## src/rtl/cache_controller.sv

```systemverilog
// cache_controller
//   Sequencer between the MEM stage and the 2-way read cache / SRAM controller.
//   Read hits complete combinationally in the request cycle. Read misses fetch a
//   64-bit line from SRAM, fill the cache and return the addressed word. Writes
//   are write-through: the cache line is invalidated and the word goes to SRAM.
//   'ready' low freezes the pipeline.
//
//   Optional build macro: CACHE_STATS_EN adds saturating hit/miss counters.
//
// Ports
//   clk, rst                 clock, asynchronous active-high reset
//   MEM_R_EN, MEM_W_EN       load / store request from MEM stage
//   address, wdata           request byte address and store data
//   rdata, ready             load data and completion (freeze = ~ready)
//   cache_hit, cache_rdata   cache lookup result
//   cache_r_en, cache_w_en   cache read / invalidate enables
//   cache_addr               cache lookup / fill address
//   cache_fill, cache_line   line-valid strobe and fill line to cache
//   sram_r_en, sram_w_en     SRAM level requests, held until sram_ready
//   sram_addr, sram_wdata    latched request address and store data
//   sram_ready, sram_rdata   SRAM completion pulse and 64-bit line
//   hit_count, miss_count    read hit / miss statistics (CACHE_STATS_EN only)
module cache_controller #(
  parameter int ADDR_W = 32,
  parameter int DATA_W = 32,
  parameter int CNT_W  = 16
) (
  input  logic                clk,
  input  logic                rst,
  input  logic                MEM_R_EN,
  input  logic                MEM_W_EN,
  input  logic [ADDR_W-1:0]   address,
  input  logic [DATA_W-1:0]   wdata,
  output logic [DATA_W-1:0]   rdata,
  output logic                ready,
  input  logic                cache_hit,
  input  logic [DATA_W-1:0]   cache_rdata,
  output logic                cache_r_en,
  output logic                cache_w_en,
  output logic [ADDR_W-1:0]   cache_addr,
  output logic                cache_fill,
  output logic [2*DATA_W-1:0] cache_line,
  output logic                sram_r_en,
  output logic                sram_w_en,
  output logic [ADDR_W-1:0]   sram_addr,
  output logic [DATA_W-1:0]   sram_wdata,
  input  logic                sram_ready,
  input  logic [2*DATA_W-1:0] sram_rdata
`ifdef CACHE_STATS_EN
  ,
  output logic [CNT_W-1:0]    hit_count,
  output logic [CNT_W-1:0]    miss_count
`endif
);

  if (CNT_W < 1) begin : g_cnt_w_check
    $error("CNT_W must be at least 1");
  end

  localparam logic [1:0] IDLE    = 2'd0;
  localparam logic [1:0] RD_MISS = 2'd1;
  localparam logic [1:0] WR_WAIT = 2'd2;

  logic [1:0]        state;
  logic [1:0]        state_nxt;
  logic [ADDR_W-1:0] addr_q;
  logic [DATA_W-1:0] wdata_q;
  logic [DATA_W-1:0] rdata_q;
  logic              sram_r_q;
  logic              sram_w_q;
  logic [DATA_W-1:0] miss_word;
  logic              wr_req;
  logic              rd_hit;
  logic              rd_miss;
  logic              miss_done;
  logic              wr_done;

  // Store wins when both enables are raised in the same cycle.
  assign wr_req    = (state == IDLE) && MEM_W_EN;
  assign rd_hit    = (state == IDLE) && MEM_R_EN && !MEM_W_EN && cache_hit;
  assign rd_miss   = (state == IDLE) && MEM_R_EN && !MEM_W_EN && !cache_hit;
  assign miss_done = (state == RD_MISS) && sram_ready;
  assign wr_done   = (state == WR_WAIT) && sram_ready;

  // Upper half of the line holds the word with addr[2] == 0.
  assign miss_word = addr_q[2] ? sram_rdata[DATA_W-1:0]
                               : sram_rdata[2*DATA_W-1:DATA_W];

  assign cache_line = sram_rdata;
  assign sram_r_en  = sram_r_q;
  assign sram_w_en  = sram_w_q;
  assign sram_addr  = addr_q;
  assign sram_wdata = wdata_q;

  // rdata is live on the completing cycle (hit or fill) and otherwise holds
  // the last returned word, so the MEM stage sees it without an extra cycle.
  always_comb begin
    state_nxt  = state;
    ready      = 1'b0;
    cache_r_en = 1'b0;
    cache_w_en = 1'b0;
    cache_addr = addr_q;
    cache_fill = 1'b0;
    rdata      = rdata_q;
    case (state)
      IDLE: begin
        cache_addr = address;
        cache_r_en = MEM_R_EN;
        cache_w_en = MEM_W_EN;
        if (MEM_W_EN) begin
          state_nxt = WR_WAIT;
        end else if (MEM_R_EN) begin
          if (cache_hit) begin
            ready = 1'b1;
            rdata = cache_rdata;
          end else begin
            state_nxt = RD_MISS;
          end
        end else begin
          ready = 1'b1;
        end
      end
      RD_MISS: begin
        cache_r_en = 1'b1;
        if (sram_ready) begin
          cache_fill = 1'b1;
          rdata      = miss_word;
          ready      = 1'b1;
          state_nxt  = IDLE;
        end
      end
      WR_WAIT: begin
        if (sram_ready) begin
          ready     = 1'b1;
          state_nxt = IDLE;
        end
      end
      default: begin
        state_nxt = IDLE;
      end
    endcase
  end

  always_ff @(posedge clk or posedge rst) begin
    if (rst) begin
      state    <= IDLE;
      addr_q   <= '0;
      wdata_q  <= '0;
      rdata_q  <= '0;
      sram_r_q <= 1'b0;
      sram_w_q <= 1'b0;
    end else begin
      state <= state_nxt;
      if (wr_req) begin
        addr_q   <= address;
        wdata_q  <= wdata;
        sram_w_q <= 1'b1;
      end
      if (rd_miss) begin
        addr_q   <= address;
        sram_r_q <= 1'b1;
      end
      if (rd_hit) begin
        rdata_q <= cache_rdata;
      end
      if (miss_done) begin
        rdata_q  <= miss_word;
        sram_r_q <= 1'b0;
      end
      if (wr_done) begin
        sram_w_q <= 1'b0;
      end
    end
  end

`ifdef CACHE_STATS_EN
  always_ff @(posedge clk or posedge rst) begin
    if (rst) begin
      hit_count  <= '0;
      miss_count <= '0;
    end else begin
      if (rd_hit && (hit_count != '1)) begin
        hit_count <= hit_count + 1'b1;
      end
      if (rd_miss && (miss_count != '1)) begin
        miss_count <= miss_count + 1'b1;
      end
    end
  end
`endif

endmodule

```

## config.mk

```make
export PLATFORM = sky130hd
export DESIGN_NAME = cache_controller
export DESIGN_NICKNAME = d
export VERILOG_FILES = /design/src/rtl/cache_controller.sv
export SDC_FILE = /design/constraint.sdc
export NUM_CORES = 1
export LEC_CHECK = 0
export ABC_AREA = 1
export CAP_MARGIN = 30
export CORE_AREA = 2 2 140 142
export DETAILED_ROUTE_END_ITERATION = 10
export DIE_AREA = 0 0 142 144
export GPL_ROUTABILITY_DRIVEN = 0
export PLACE_DENSITY = 0.71
export RECOVER_POWER = 50
export SLEW_MARGIN = 10
export SYNTH_ARGS = -nofsm -noshare
export SYNTH_HDL_FRONTEND = slang
export SYNTH_SLANG_ARGS = --single-unit
```

## constraint.sdc

```tcl
create_clock -name clk -period 7.6 [get_ports clk]
set_input_delay 1.9 -clock clk [delete_from_list [all_inputs] [get_ports clk]]
set_output_delay 1.9 -clock clk [all_outputs]
set_load 0.005 [all_outputs]
```

Yosys cells after proc, flatten, opt, wreduce, memory -nomap -nowiden
Index checks and enable logic that the tools add are counted. W data, S select, Z words.

Equality and inequality tests: 5. Mux-type cells: 28. Reductions and logical operators: 16.

Operators by type and width (number): $mux W32 (10); $pmux W32 S2 (1); $mux W1 (10); $mux W2 (4); $reduce_bool A2 Y1 (4); $logic_and A1 B1 Y1 (7); $ne A3 B3 Y1 const B (2); $pmux W1 S2 (2); $pmux W2 S2 (1); $reduce_and A3 Y1 (1); $eq A2 B1 Y1 const B (1); $eq A2 B2 Y1 const B (1); $logic_not A1 Y1 (2); $logic_not A2 Y1 (1); $ne A2 B1 Y1 const B (1); $reduce_or A2 Y1 (1).

Register bits after elaboration: 100. Input port bits: 166. Output and inout port bits: 198. Word-level logic and storage cells: 55.

Longest topological paths before layout
Word-level depth: 6. Mapped depth: 10. Depth with buffers taken out: 8.

Worst setup path before layout
Ideal clock, no wire load.

Kind: input port to output port. Start point: in MEM_W_EN. End point: out rdata[4]. Arrival time: 2590 ps. Required time: 5700 ps. Path slack: 3110 ps. Cell stages on the path: 8. Path through: inv_1 -> nand2_4 -> nor2_8 -> buf_6 -> nand2_1 -> nand2_1 -> inv_1 -> nand2_1.

Cells in the longest elaborated chain, start to end: 2.

RTL lines: start, declared (line 31) `input logic MEM_W_EN,`; $mux W32 (line 110) `if (MEM_W_EN) begin`; $pmux W32 S2 (line 105) `case (state)`; end, declared (line 34) `output logic [DATA_W-1:0] rdata,`.

No other way between the ends.

Worst setup path after layout
Start point: in MEM_W_EN. End point: out rdata[27].

Same word-level chain as after synthesis.

==> out/results.txt <==
status: finished, violations left
failing checks: capacitance limit, slew limit
unrepaired setup endpoints after global routing: no
Seq/Total Area, Yosys: 40.6%
H-tree Lvls: 3
Least-Margin Pin Slew: 2.65 ns
die height: 144 microns
critical path endpoint category: output pin
crit path to: rdata[27]
initial antenna violation count: 1
worst-case clock skew: 0.00540 ns
sequential cell area: 0.00250 sq mm
R2R setup slack: 4.65 ns
DR vias/cell: 4.58
capture point of the worst reg-to-reg path: sram_addr[13]
Max Root-Sink Buffers: 2
Yosys warnings: 0
GRT Util Overall: 20.5%
pin count of the biggest net entering global routing: 65
Final period util: 88.3%
crit start category: primary input
post-route setup TNS: 0 ns
io pins: 364
Die Width: 142 microns
leakage power: 4.94 nW
VDD IR max: 0.213 mV
PwrDens: 340 mW/mm^2
Worst-path clk slew: 0.08 ns
CTS tree: yes
Hold Path Class: flop to flop
Layout fillers: 1845
DR iter-0 viols: 319
Congestion Overflow GR: 0
Max-Slew Margin vs Limit: -76.6%
nets: 1367
layout cells sized above 1: 2.83%
Clk Latency, worst-skew pair: 0.35 ns
Via Count: 6600
reg2reg path depth: 8
post-synth cell types: 22
commonest non-fill, non-tap cells in the layout: nand2_1 (552), clkdlybuf4s50_1 (295), dfrtp_1 (100)
Critical Path Fanout Max: 34
WS Path Type: primary input to output pin
# port buffers: 363
vias in the first global route: 6059
CTS resizes: 0
reg2reg start: state[0]
Rows: 51
Design Area, Final: 0.00971 sq mm
fin util: 50.9%
Initial Util: 32.3%
Post-Syn Nets: 1099
antenna viol nets, final: 0
Post-DP HPWL: 15.9 mm
first-pass GRT wire length: 32.9 mm
hold_buf cts: 0
Mapped Area: 0.00616 sq mm
post-CTS setup buffer count: 0
area grow syn2layout: 57.5%
CTS Sinks: 100
Setup crit start: MEM_W_EN
Max Cap Violations: 2
detailed-route wire length: 21.8 mm
# DRC: 0
time the worst path needs with I/O delays and setup: 6.71 ns
multi-input logic area: 0.00275 sq mm
number of synthesized register bits: 100
Mapped Cells: 929
Final Hold Viols: 0
data required time of the worst path: 5.70 ns
Avg Cell Area, Syn: 6.63 sq um
wire per inst: 15.1 microns
clk root buf: clkbuf_16
Core Region: 0.0191 sq mm
final setup vio count: 0
TritonRoute pass-1 iters: 4
Worst EP arrival: 4.81 ns
fmax: 149 MHz
CTS Buf Count: 9
Max Slew Vio Count: 103
DIE AREA: 0.0204 sq mm
commonest non-fill, non-tap cell in the layout: nand2_1
placed cell areas: 0.00940 sq mm
-- power breakdown --
part / leakage [nW] / switching (mW) / internal (mW)
Sequential: 1.24 / 0.162 / 0.784
Clock: 0.156 / 0.228 / 0.266
Combinational: 3.54 / 0.907 / 0.954
-- synthesized netlist by cell type (all sizes together) --
cell type | number | area share (%)
dfrtp | 100 | 41
inv | 43 | 2.6
clkbuf | 12 | 0.73
ha | 4 | 0.81
nand3 | 97 | 8.0
buf | 100 | 11
clkinv | 1 | 0.061
o21ai | 5 | 0.41
a21oi | 2 | 0.35
nor2 | 10 | 1.1
nand2 | 555 | 34
-- worst max-delay path, cell delays in order --
cell and delay (ns):
clkdlybuf4s50_1 0.47, nand2_1 0.88, inv_2 0.06, nor2_1 0.14, nand3_2 0.59, nand2_1 0.23
nand2_1 0.08, clkdlybuf4s50_1 0.44
-- cell type report --
class                      count  share of cell area (%)
antenna                        1                  0.0258
clock buffer                   9                    2.32
clock inverter                 7                   0.928
inverter                      44                    1.71
multi-input combinational    673                    28.3
sequential                   100                    25.8
tap                          238                    3.07
timing repair buffer         369                    37.9
-- stage by stage --
stage | power [mW] | setup WS, ns | cells | hold WS [ns]
finish | 3.30 | 0.888 | 1441 | 0.475
global route | 3.58 | 0.547 | 1441 | 0.500
CTS | 3.42 | 1.21 | 1440 | 0.484
detailed placement | 2.90 | 1.21 | 1424 | 0.464
global placement | 2.89 | 1.28 | 1424 | 0.461
floorplan | 1.79 | 3.08 | 929 | 0.472
-- cells by family (layout without fill, tap and decap cells) --
logic type	after synthesis	in the layout	share of synthesized area, %
simple gates	662	662	43.0
buf+inv	156	429	14.8
flops	100	100	40.6
compound gates	7	7	0.751
fa+ha+maj	4	4	0.812
other cells	0	1	0
-- layer usage --
metal / track usage (%) / vias up / share of wire, %
met5: 0 / - / 0
met4: 5.74 / 0 / 1.5
met3: 4.60 / 19 / 7.5
met2: 35.5 / 278 / 49
met1: 25.9 / 2983 / 42
li1: - / 3320 / -
-- flip-flops by register name, summed over array words and instances, names as in the netlist --
name        count
rdata_q        32
sram_addr      32
sram_w_en       1
sram_r_en       1
state           2
sram_wdata     32
-- worst min path at each step --
stage                         from              to  slack (ns)  cells past startpoint
finish              sram_wdata[18]  sram_wdata[18]        0.48                      2
global route         sram_wdata[1]   sram_wdata[1]        0.50                      2
floorplan            sram_wdata[0]   sram_wdata[0]        0.47                      2
CTS                  sram_wdata[6]   sram_wdata[6]        0.48                      2
global placement    sram_wdata[23]  sram_wdata[23]        0.46                      2
detailed placement  sram_wdata[24]  sram_wdata[24]        0.46                      2
Note: power is estimated with default switching activity, not from simulation.
